**config.mk**
```make
export PLATFORM = sky130hd
export DESIGN_NAME = spi_master_controller_flat
export DESIGN_NICKNAME = d
export VERILOG_FILES = /design/src/rtl/spi_master_controller_if.sv /design/src/rtl/spi_master_controller.sv /design/src/flat_wrapper.sv
export SDC_FILE = /design/constraint.sdc
export NUM_CORES = 1
export LEC_CHECK = 0
export CAP_MARGIN = 20
export CORE_UTILIZATION = 58
export DETAILED_ROUTE_END_ITERATION = 16
export GPL_TIMING_DRIVEN = 0
export PLACE_DENSITY = 0.93
export SYNTH_ARGS = -nofsm -noshare
export SYNTH_HDL_FRONTEND = slang
export SYNTH_SLANG_ARGS = --single-unit
```
**constraint.sdc**
```tcl
create_clock -name sys_clk -period 5.8 [get_ports sys_clk]
set_input_delay 1.74 -clock sys_clk [delete_from_list [all_inputs] [get_ports sys_clk]]
set_output_delay 1.74 -clock sys_clk [all_outputs]
set_load 0.02 [all_outputs]
```
**src/rtl/spi_master_controller_if.sv**
```systemverilog
// Request/response and SPI pin bundle for the SPI master controller.
// The master modport is the controller's view; the slave modport is the requester plus attached SPI device.
interface spi_master_controller_if #(
  parameter int ADDR_WIDTH = 12,
  parameter int DATA_WIDTH = 8
);
  logic                  req_valid;
  logic                  req_ready;
  logic [7:0]            req_cmd;
  logic                  req_has_addr;
  logic [ADDR_WIDTH-1:0] req_addr;
  logic [7:0]            req_dummy;
  logic                  req_rd;
  logic [DATA_WIDTH-1:0] req_wdata;
  logic                  rsp_valid;
  logic [DATA_WIDTH-1:0] rsp_rdata;
  logic                  spi_csn;
  logic                  spi_sclk;
  logic                  spi_mosi;
  logic                  spi_miso;

  modport master (
    input  req_valid, req_cmd, req_has_addr, req_addr, req_dummy, req_rd, req_wdata,
    output req_ready, rsp_valid, rsp_rdata,
    output spi_csn, spi_sclk, spi_mosi,
    input  spi_miso
  );

  modport slave (
    output req_valid, req_cmd, req_has_addr, req_addr, req_dummy, req_rd, req_wdata,
    input  req_ready, rsp_valid, rsp_rdata,
    input  spi_csn, spi_sclk, spi_mosi,
    output spi_miso
  );
endinterface

```
**src/rtl/spi_master_controller.sv**
```systemverilog
// Mode-0 SPI master: command, optional address, dummy cycles and one read or write data word per request.
// SCLK half-periods are CLK_DIV sys_clk cycles; every SPI output is registered.
module spi_master_controller #(
  parameter int ADDR_WIDTH = 12,
  parameter int DATA_WIDTH = 8,
  parameter int CLK_DIV    = 2
) (
  input  logic                   sys_clk,
  input  logic                   sys_rst,
  spi_master_controller_if.master bus
);
  localparam int MAX_A   = (ADDR_WIDTH > 255) ? ADDR_WIDTH : 255;
  localparam int MAX_LEN = (DATA_WIDTH > MAX_A) ? DATA_WIDTH : MAX_A;
  localparam int CNT_W   = $clog2(MAX_LEN + 1);
  localparam int DIV_W   = (CLK_DIV > 1) ? $clog2(CLK_DIV) : 1;
  localparam logic [DIV_W-1:0] DIV_LAST = DIV_W'(CLK_DIV - 1);

  typedef enum logic [2:0] {IDLE, CMD, ADDR, DUMMY, DATA, CSHIGH} state_t;

  state_t                state_reg;
  logic [7:0]            cmd_sh_reg;
  logic [ADDR_WIDTH-1:0] addr_sh_reg;
  logic [DATA_WIDTH-1:0] data_sh_reg;
  logic                  has_addr_reg;
  logic [7:0]            dummy_reg;
  logic                  rd_reg;
  logic [CNT_W-1:0]      bit_cnt_reg;
  logic [DIV_W-1:0]      div_cnt_reg;
  logic                  csn_reg;
  logic                  sclk_reg;
  logic                  mosi_reg;
  logic                  ready_reg;
  logic                  rsp_valid_reg;
  logic [DATA_WIDTH-1:0] rsp_rdata_reg;

  logic [7:0]            cmd_shift;
  logic [ADDR_WIDTH-1:0] addr_shift;
  logic [DATA_WIDTH-1:0] data_shift;
  state_t                nxt_state;
  logic [CNT_W-1:0]      nxt_cnt;
  logic                  nxt_mosi;

  assign cmd_shift  = {cmd_sh_reg[6:0], 1'b0};
  assign addr_shift = addr_sh_reg << 1;
  assign data_shift = data_sh_reg << 1;

  // Entry values for the phase that follows the current one once its last bit completes.
  always_comb begin
    nxt_state = CSHIGH;
    nxt_cnt   = '0;
    nxt_mosi  = 1'b0;
    if ((state_reg == CMD) && has_addr_reg) begin
      nxt_state = ADDR;
      nxt_cnt   = CNT_W'(ADDR_WIDTH - 1);
      nxt_mosi  = addr_sh_reg[ADDR_WIDTH-1];
    end else if (((state_reg == CMD) || (state_reg == ADDR)) && (dummy_reg != 8'd0)) begin
      nxt_state = DUMMY;
      nxt_cnt   = CNT_W'(dummy_reg) - CNT_W'(1);
    end else if (state_reg != DATA) begin
      nxt_state = DATA;
      nxt_cnt   = CNT_W'(DATA_WIDTH - 1);
      nxt_mosi  = ~rd_reg & data_sh_reg[DATA_WIDTH-1];
    end
  end

  always_ff @(posedge sys_clk or posedge sys_rst) begin
    if (sys_rst) begin
      state_reg     <= IDLE;
      cmd_sh_reg    <= '0;
      addr_sh_reg   <= '0;
      data_sh_reg   <= '0;
      has_addr_reg  <= 1'b0;
      dummy_reg     <= '0;
      rd_reg        <= 1'b0;
      bit_cnt_reg   <= '0;
      div_cnt_reg   <= '0;
      csn_reg       <= 1'b1;
      sclk_reg      <= 1'b0;
      mosi_reg      <= 1'b0;
      ready_reg     <= 1'b1;
      rsp_valid_reg <= 1'b0;
      rsp_rdata_reg <= '0;
    end else begin
      rsp_valid_reg <= 1'b0;
      case (state_reg)
        IDLE: begin
          if (bus.req_valid && ready_reg) begin
            state_reg    <= CMD;
            cmd_sh_reg   <= bus.req_cmd;
            addr_sh_reg  <= bus.req_addr;
            data_sh_reg  <= bus.req_wdata;
            has_addr_reg <= bus.req_has_addr;
            dummy_reg    <= bus.req_dummy;
            rd_reg       <= bus.req_rd;
            bit_cnt_reg  <= CNT_W'(7);
            div_cnt_reg  <= '0;
            csn_reg      <= 1'b0;
            sclk_reg     <= 1'b0;
            mosi_reg     <= bus.req_cmd[7];
            ready_reg    <= 1'b0;
          end
        end
        CSHIGH: begin
          if (div_cnt_reg == DIV_LAST) begin
            state_reg   <= IDLE;
            div_cnt_reg <= '0;
            ready_reg   <= 1'b1;
          end else begin
            div_cnt_reg <= div_cnt_reg + DIV_W'(1);
          end
        end
        default: begin
          if (div_cnt_reg != DIV_LAST) begin
            div_cnt_reg <= div_cnt_reg + DIV_W'(1);
          end else begin
            div_cnt_reg <= '0;
            if (!sclk_reg) begin
              // Rising SCLK: the slave's bit has been stable for the whole low half.
              sclk_reg <= 1'b1;
              if ((state_reg == DATA) && rd_reg)
                data_sh_reg <= DATA_WIDTH'({data_sh_reg, bus.spi_miso});
            end else begin
              sclk_reg <= 1'b0;
              if (bit_cnt_reg != '0) begin
                bit_cnt_reg <= bit_cnt_reg - CNT_W'(1);
                case (state_reg)
                  CMD: begin
                    cmd_sh_reg <= cmd_shift;
                    mosi_reg   <= cmd_shift[7];
                  end
                  ADDR: begin
                    addr_sh_reg <= addr_shift;
                    mosi_reg    <= addr_shift[ADDR_WIDTH-1];
                  end
                  DATA: begin
                    if (!rd_reg) data_sh_reg <= data_shift;
                    mosi_reg <= ~rd_reg & data_shift[DATA_WIDTH-1];
                  end
                  default: mosi_reg <= 1'b0;
                endcase
              end else begin
                state_reg   <= nxt_state;
                bit_cnt_reg <= nxt_cnt;
                mosi_reg    <= nxt_mosi;
                if (state_reg == DATA) begin
                  csn_reg       <= 1'b1;
                  rsp_valid_reg <= 1'b1;
                  rsp_rdata_reg <= rd_reg ? data_sh_reg : '0;
                end
              end
            end
          end
        end
      endcase
    end
  end

  assign bus.req_ready = ready_reg;
  assign bus.rsp_valid = rsp_valid_reg;
  assign bus.rsp_rdata = rsp_rdata_reg;
  assign bus.spi_csn   = csn_reg;
  assign bus.spi_sclk  = sclk_reg;
  assign bus.spi_mosi  = mosi_reg;
endmodule

```
**src/flat_wrapper.sv**
```systemverilog
// flat-port wrapper written by rule: the top's interface ports become plain ports
module spi_master_controller_flat 
#(
  parameter int ADDR_WIDTH = 12,
  parameter int DATA_WIDTH = 8,
  parameter int CLK_DIV    = 2
)
  (sys_clk, sys_rst, bus_req_valid, bus_req_cmd, bus_req_has_addr, bus_req_addr, bus_req_dummy, bus_req_rd, bus_req_wdata, bus_req_ready, bus_rsp_valid, bus_rsp_rdata, bus_spi_csn, bus_spi_sclk, bus_spi_mosi, bus_spi_miso);
  spi_master_controller_if #(.ADDR_WIDTH(ADDR_WIDTH), .DATA_WIDTH(DATA_WIDTH)) bus_i ();
  input  logic sys_clk;
  input  logic sys_rst;
  input wire logic [$bits(bus_i.req_valid)-1:0] bus_req_valid;
  input wire logic [$bits(bus_i.req_cmd)-1:0] bus_req_cmd;
  input wire logic [$bits(bus_i.req_has_addr)-1:0] bus_req_has_addr;
  input wire logic [$bits(bus_i.req_addr)-1:0] bus_req_addr;
  input wire logic [$bits(bus_i.req_dummy)-1:0] bus_req_dummy;
  input wire logic [$bits(bus_i.req_rd)-1:0] bus_req_rd;
  input wire logic [$bits(bus_i.req_wdata)-1:0] bus_req_wdata;
  output wire logic [$bits(bus_i.req_ready)-1:0] bus_req_ready;
  output wire logic [$bits(bus_i.rsp_valid)-1:0] bus_rsp_valid;
  output wire logic [$bits(bus_i.rsp_rdata)-1:0] bus_rsp_rdata;
  output wire logic [$bits(bus_i.spi_csn)-1:0] bus_spi_csn;
  output wire logic [$bits(bus_i.spi_sclk)-1:0] bus_spi_sclk;
  output wire logic [$bits(bus_i.spi_mosi)-1:0] bus_spi_mosi;
  input wire logic [$bits(bus_i.spi_miso)-1:0] bus_spi_miso;
  assign bus_i.req_valid = bus_req_valid;
  assign bus_i.req_cmd = bus_req_cmd;
  assign bus_i.req_has_addr = bus_req_has_addr;
  assign bus_i.req_addr = bus_req_addr;
  assign bus_i.req_dummy = bus_req_dummy;
  assign bus_i.req_rd = bus_req_rd;
  assign bus_i.req_wdata = bus_req_wdata;
  assign bus_req_ready = bus_i.req_ready;
  assign bus_rsp_valid = bus_i.rsp_valid;
  assign bus_rsp_rdata = bus_i.rsp_rdata;
  assign bus_spi_csn = bus_i.spi_csn;
  assign bus_spi_sclk = bus_i.spi_sclk;
  assign bus_spi_mosi = bus_i.spi_mosi;
  assign bus_i.spi_miso = bus_spi_miso;
  spi_master_controller #(.ADDR_WIDTH(ADDR_WIDTH), .DATA_WIDTH(DATA_WIDTH), .CLK_DIV(CLK_DIV)) u_core (.sys_clk(sys_clk), .sys_rst(sys_rst), .bus(bus_i));
endmodule
```
# Word-level counts from Yosys, hierarchy flattened
# Cells that the tools add are included.
[totals]
register_bits = 62
latchBits = 0
mem_bits_rw = 0
rom_bits = 0
elab_cells = 129
n_memories = 0
[classes]
addsub = 3
mul = 0
n_div = 0
order_cmp = 0
n_eq_ne = 12
n_shift = 0
muxes = 65
n_bitwise = 6
reduce_logical = 28
[op_table]
columns = ["operator", "n"]
rows = [
  ["2-to-1 mux 8 bit", 14],
  ["2-to-1 mux 12 bit", 5],
  ["2-to-1 mux 7 bit", 5],
  ["one-hot mux 8 bit (2 select lines)", 2],
  ["2-to-1 mux 3 bit", 8],
  ["one-hot mux 12 bit (2 select lines)", 1],
  ["2-to-1 mux 1 bit", 23],
  ["AND reduction 6 bit", 3],
  ["nonzero test 8 bit", 2],
  ["subtractor 8 x 1 -> 8 bit, second input constant", 2],
  ["inequality test 3 bit, second input constant", 5],
  ["one-hot mux 7 bit (2 select lines)", 1],
  ["nonzero test 2 bit", 7],
  ["AND reduction 5 bit", 2],
  ["one-hot mux 1 bit (2 select lines)", 4],
  ["AND reduction 7 bit", 1],
  ["equality test 3 bit, second input constant", 2],
  ["one-hot mux 3 bit (2 select lines)", 1],
  ["AND reduction 3 bit", 2],
  ["nonzero test 3 bit", 2],
  ["logical AND 1 bit", 4],
  ["inequality test 2 x 1 -> 1 bit, second input constant", 2],
  ["inverter 1 bit", 4],
  ["AND reduction 4 bit", 1],
  ["10 further kinds", 11],
]

# Depth between registers and ports, before layout
[logic_depth]
ltp_word = 9
ltp_mapped = 8

# Worst setup path before layout
# OpenSTA, ideal clock, no wires.
[synth_path]
kind = "in2reg"
start = "input port bus_req_valid"
end = "register u_core.addr_sh_reg[10]"
setup_time_ps = 73
arrival_time_ps = 2798
t_required_ps = 5727
setup_slack_ps = 2929
path_stages = 6
path_buffers = 1
path_cell_list = "and4bb_1 -> o21ai_2 -> a221oi_2 -> buf_6 -> nor2_2 -> a21oi_2"
[synth_between]
elab_chain_cells = 3
[synth_rtl]
columns = ["element", "line", "rtl"]
rows = [
  ["start, declared", "flat_wrapper.sv:12", "input wire logic [$bits(bus_i.req_valid)-1:0] bus_req_valid;"],
  ["logical AND 1 bit", "spi_master_controller.sv:87", "if (bus.req_valid && ready_reg) begin"],
  ["inequality test 2 x 1 -> 1 bit (no source line)", "--", ""],
  ["AND reduction 6 bit (no source line)", "--", ""],
  ["end signal, assigned", "spi_master_controller.sv:90", "addr_sh_reg <= bus.req_addr;"],
  ["end signal, assigned", "spi_master_controller.sv:132", "addr_sh_reg <= addr_shift;"],
  ["end, declared", "spi_master_controller.sv:22", "logic [ADDR_WIDTH-1:0] addr_sh_reg;"],
]
# No other way between the ends.
# A chain may end at the register's enable or synchronous reset.

# Worst setup path in the final report
[layout_path]
start = "input port bus_req_valid"
end = "register u_core.addr_sh_reg[11]"
# The elaborated chain is that of the path after synthesis.

==> impl_metrics.py <==
metrics = {
    "global_route": {
        "antenna_found_initial": 0,
        "grt_max_degree": 40,
        "grt_overflow": 0,
        "grt_first_pass_wirelength_mm": 13.9,
        "grt_usage_pct": 29.2,
        "grt_pass1_vias": 2913,
    },
    "synth": {
        "synth_area_leader_cell": "dfrtp_1",
        "synth_area_leaders": "dfrtp_1 43%, mux2i_1 6.9%, o21ai_0 4.3%",
        "post_synth_inst_count": 353,
        "yosysUniqueCellTypes": 65,
        "ys_seq_area_share_pct": 44.4,
        "syn_area_um2": 3500,
        "ys_seq_elements": 62,
        "syn_area_per_cell_um2": 9.92,
        "async_reset_ff_share_pct": 100,
        "ys.flop_type": "dfrtp_1",
        "synth_top_area_share_pct": 42.9,
        "synth-edff-count": 0,
        "synth_nets": 399,
        "yosysWarnings": 0,
    },
    "cts": {
        "cts_max_level": 3,
        "cts_resized": 0,
        "cts_tree": "yes",
        "cts.clk_slew.worst_paths_ps": 70,
        "clock_latency_ps": 340,
        "cts_buffer_depth": 2,
        "root_buffer": "clkbuf_8",
        "postCtsSetupRepairBufs": 0,
        "cts_buffers": 9,
        "cts.sinks": 62,
        "hold_buffers": 0,
    },
    "floorplan": {
        "row_count": 27,
        "start_util_pct": 61.7,
        "ioPinCount": 55,
        "chipHeight_um": 79.7,
        "die_w_um": 79.7,
        "coreArea_um2": 5680,
        "die-area_um2": 6360,
    },
    "detailed_routing": {
        "drc": 0,
        "routed_wl_mm": 8.10,
        "drt_iter0_markers": 221,
        "dr.pass1.iters": 5,
        "wl_per_cell_um": 16.3,
        "antenna_left": 0,
        "vias_per_cell": 5.95,
        "vias": 2949,
    },
    "timing": {
        "finalSetupViolCount": 0,
        "fin_crit_ps": 3350,
        "tightest_slew_ps": 681,
        "hold_violations": 0,
        "timing.hold.ws_ps": 491,
        "max_freq_mhz": 299,
        "finalSetupTns_ps": 0,
        "maxSlewViolCount": 0,
        "rsz0062_at_grt": "no",
        "finClkSkew_ps": 8.47,
        "fin_crit_sh_pct": 57.7,
        "maxSlewHeadroom_pct": 54.6,
    },
    "power": {
        "power_leakage_nw": 1.74,
        "power.density_nw_per_um2": 197,
        "ir_worst_vdd_v": 0.000175,
    },
    "placed_design": {
        "gp_congestion": 0.962,
        "place_area_um2": 4150,
        "portBuffers": 54,
        "hpwlAfterDp_mm": 5.90,
    },
    "critical_path": {
        "worstSetupStartpointType": "input pin",
        "cp_cell_sequence": "clkdlybuf4s50_1, and4bb_1, o21ai_2, a221oi_2, buf_6, nor2_2, a21oi_2",
        "worstPathArrival_ps": 3620,
        "crit_fanout": 10,
        "critPathSlowestCell": "a221oi_2",
        "critPathMaxStageDelay_ps": 630,
        "crit_type": "input pin to flip-flop",
        "cp-end-kind": "flip-flop",
        "crit_required_ps": 6070,
    },
    "status": {
        "outcome": "completed",
    },
    "finish": {
        "fin_area_um2": 4360,
        "area_delta_synth_final_pct": 24.3,
        "nNetsFinal": 465,
        "drive_above_1_share_pct": 18.2,
        "n_antenna_cell": 0,
        "largest_reg_flops": 12,
    },
    "job": {
        "maxCapViolCount": 0,
    },
    "worst_hold_path": {
        "hp-class": "flip-flop to flip-flop",
    },
}
[routing by layer]
metal / share of wire, % / GRT usage, %
met1: 43 / 37.1
met3: 5.8 / 7.66
met4: 2.2 / 11.3
met5: 0 / 0
met2: 49 / 47.4
[stage by stage]
stage / std cells / worst slack, ps / power [mW] / utilization (%)
3_5_place_dp: 480 / 2120 / 0.480 / 73.2
5_1_grt: 496 / 2400 / 0.888 / 76.7
2_1_floorplan: 353 / 2520 / 0.447 / -
6_report: 496 / 2450 / 0.859 / 76.7
4_1_cts: 496 / 2470 / 0.865 / 76.7
3_3_place_gp: 479 / 1500 / 0.478 / 72.8
[layout make-up]
cell class | count | area, um2
clock buffer | 13 | 159
buffer | 17 | 109
sequential | 62 | 1550
inverter | 18 | 67.6
fill | 406 | 1320
timing repair buffer | 55 | 561
clock inverter | 3 | 42.5
multi-input combinational | 256 | 1770
tap | 72 | 90.1
[cells in the final DEF, fill, tap and decap left out, types with 2 or more instances in the layout]
| cell type | synthesis | routed |
|---|---|---|
| nand2_1 | 31 | 31 |
| nor3b_1 | 4 | 4 |
| mux2_2 | 8 | 8 |
| or4_4 | 2 | 2 |
| a21oi_1 | 16 | 16 |
| a31oi_1 | 5 | 5 |
| nor2_2 | 8 | 8 |
| xnor2_1 | 5 | 5 |
| nor3_4 | 3 | 3 |
| o21ai_0 | 30 | 30 |
| nor2b_1 | 2 | 2 |
| o21ai_2 | 2 | 2 |
| dfstp_2 | 2 | 2 |
| clkbuf_8 | 0 | 11 |
| a32oi_1 | 2 | 2 |
| nor3_1 | 5 | 5 |
| buf_4 | 2 | 2 |
| o21ai_1 | 11 | 11 |
| or3_1 | 3 | 3 |
| nor2_1 | 16 | 16 |
| dfrtp_1 | 60 | 60 |
| o211ai_1 | 3 | 3 |
| buf_2 | 6 | 6 |
| ha_1 | 4 | 4 |
| nand2b_1 | 3 | 3 |
| inv_1 | 18 | 17 |
| a21boi_0 | 2 | 2 |
| nand4_1 | 2 | 2 |
| a21oi_2 | 12 | 12 |
| clkdlybuf4s50_1 | 0 | 54 |
| clkbuf_1 | 5 | 7 |
| buf_6 | 4 | 4 |
| mux2i_1 | 24 | 24 |
| a311oi_1 | 3 | 3 |
| and2_1 | 2 | 2 |
| xor2_1 | 5 | 5 |
| nand3_1 | 13 | 13 |
[worst paths after layout]
path / start / cells after the start / slack [ps] / to
max in group asynchronous: sys_rst / 3 / 3400 / u_core.bus.req_ready
worst min-delay path: u_core.cmd_sh_reg[4] / 2 / 490 / u_core.cmd_sh_reg[4]
worst max-delay path: bus_req_valid / 7 / 2450 / u_core.addr_sh_reg[11]
worst min register to register: u_core.cmd_sh_reg[4] / 2 / 490 / u_core.cmd_sh_reg[4]
min in group asynchronous: sys_rst / 2 / 1760 / u_core.addr_sh_reg[5]
worst max register to register: u_core.bit_cnt_reg[0] / 7 / 3580 / u_core.bit_cnt_reg[5]
[synth_stat cells, types with 2 or more instances]
master and n:
dfrtp_1 60, inv_1 18, buf_6 4, nor2_2 8, nor2_1 16, nand4_1 2
nor3_1 5, xnor2_1 5, or4_4 2, dfstp_2 2, clkbuf_1 5, a21oi_2 12
nand2b_1 3, a31oi_1 5, or3_1 3, and2_1 2, a21boi_0 2, a32oi_1 2
nor2b_1 2, nor3b_1 4, nand3_1 13, buf_2 6, a21oi_1 16, o21ai_2 2
nor3_4 3, ha_1 4, buf_4 2, o21ai_0 30, a311oi_1 3, o211ai_1 3
mux2_2 8, o21ai_1 11, mux2i_1 24, xor2_1 5, nand2_1 31
[worst max-delay path, delay by kind of cell]
family | cells | cell delay [ps]
compound gates | 3 | 840
simple gates | 2 | 280
buf+inv | 2 | 770
[report_power, final]
group	switching, mW	internal (mW)
registers	0	0.432
clock network	0.167	0.222
logic	0.0127	0.0259
total	0.179	0.680
[kinds of logic after synthesis]
family / after synthesis / share of synthesized area, %
DFF: 62 / 44.4
muxes: 32 / 9.43
xor gates and xnor gates: 10 / 2.50
AOI/OAI and AO/OA: 104 / 20.3
adders and majority gates: 4 / 1.43
and+or+nand+nor: 106 / 17.0
buffers and inverters: 35 / 5.04
No activity file was read; power rests on OpenSTA's default activity.
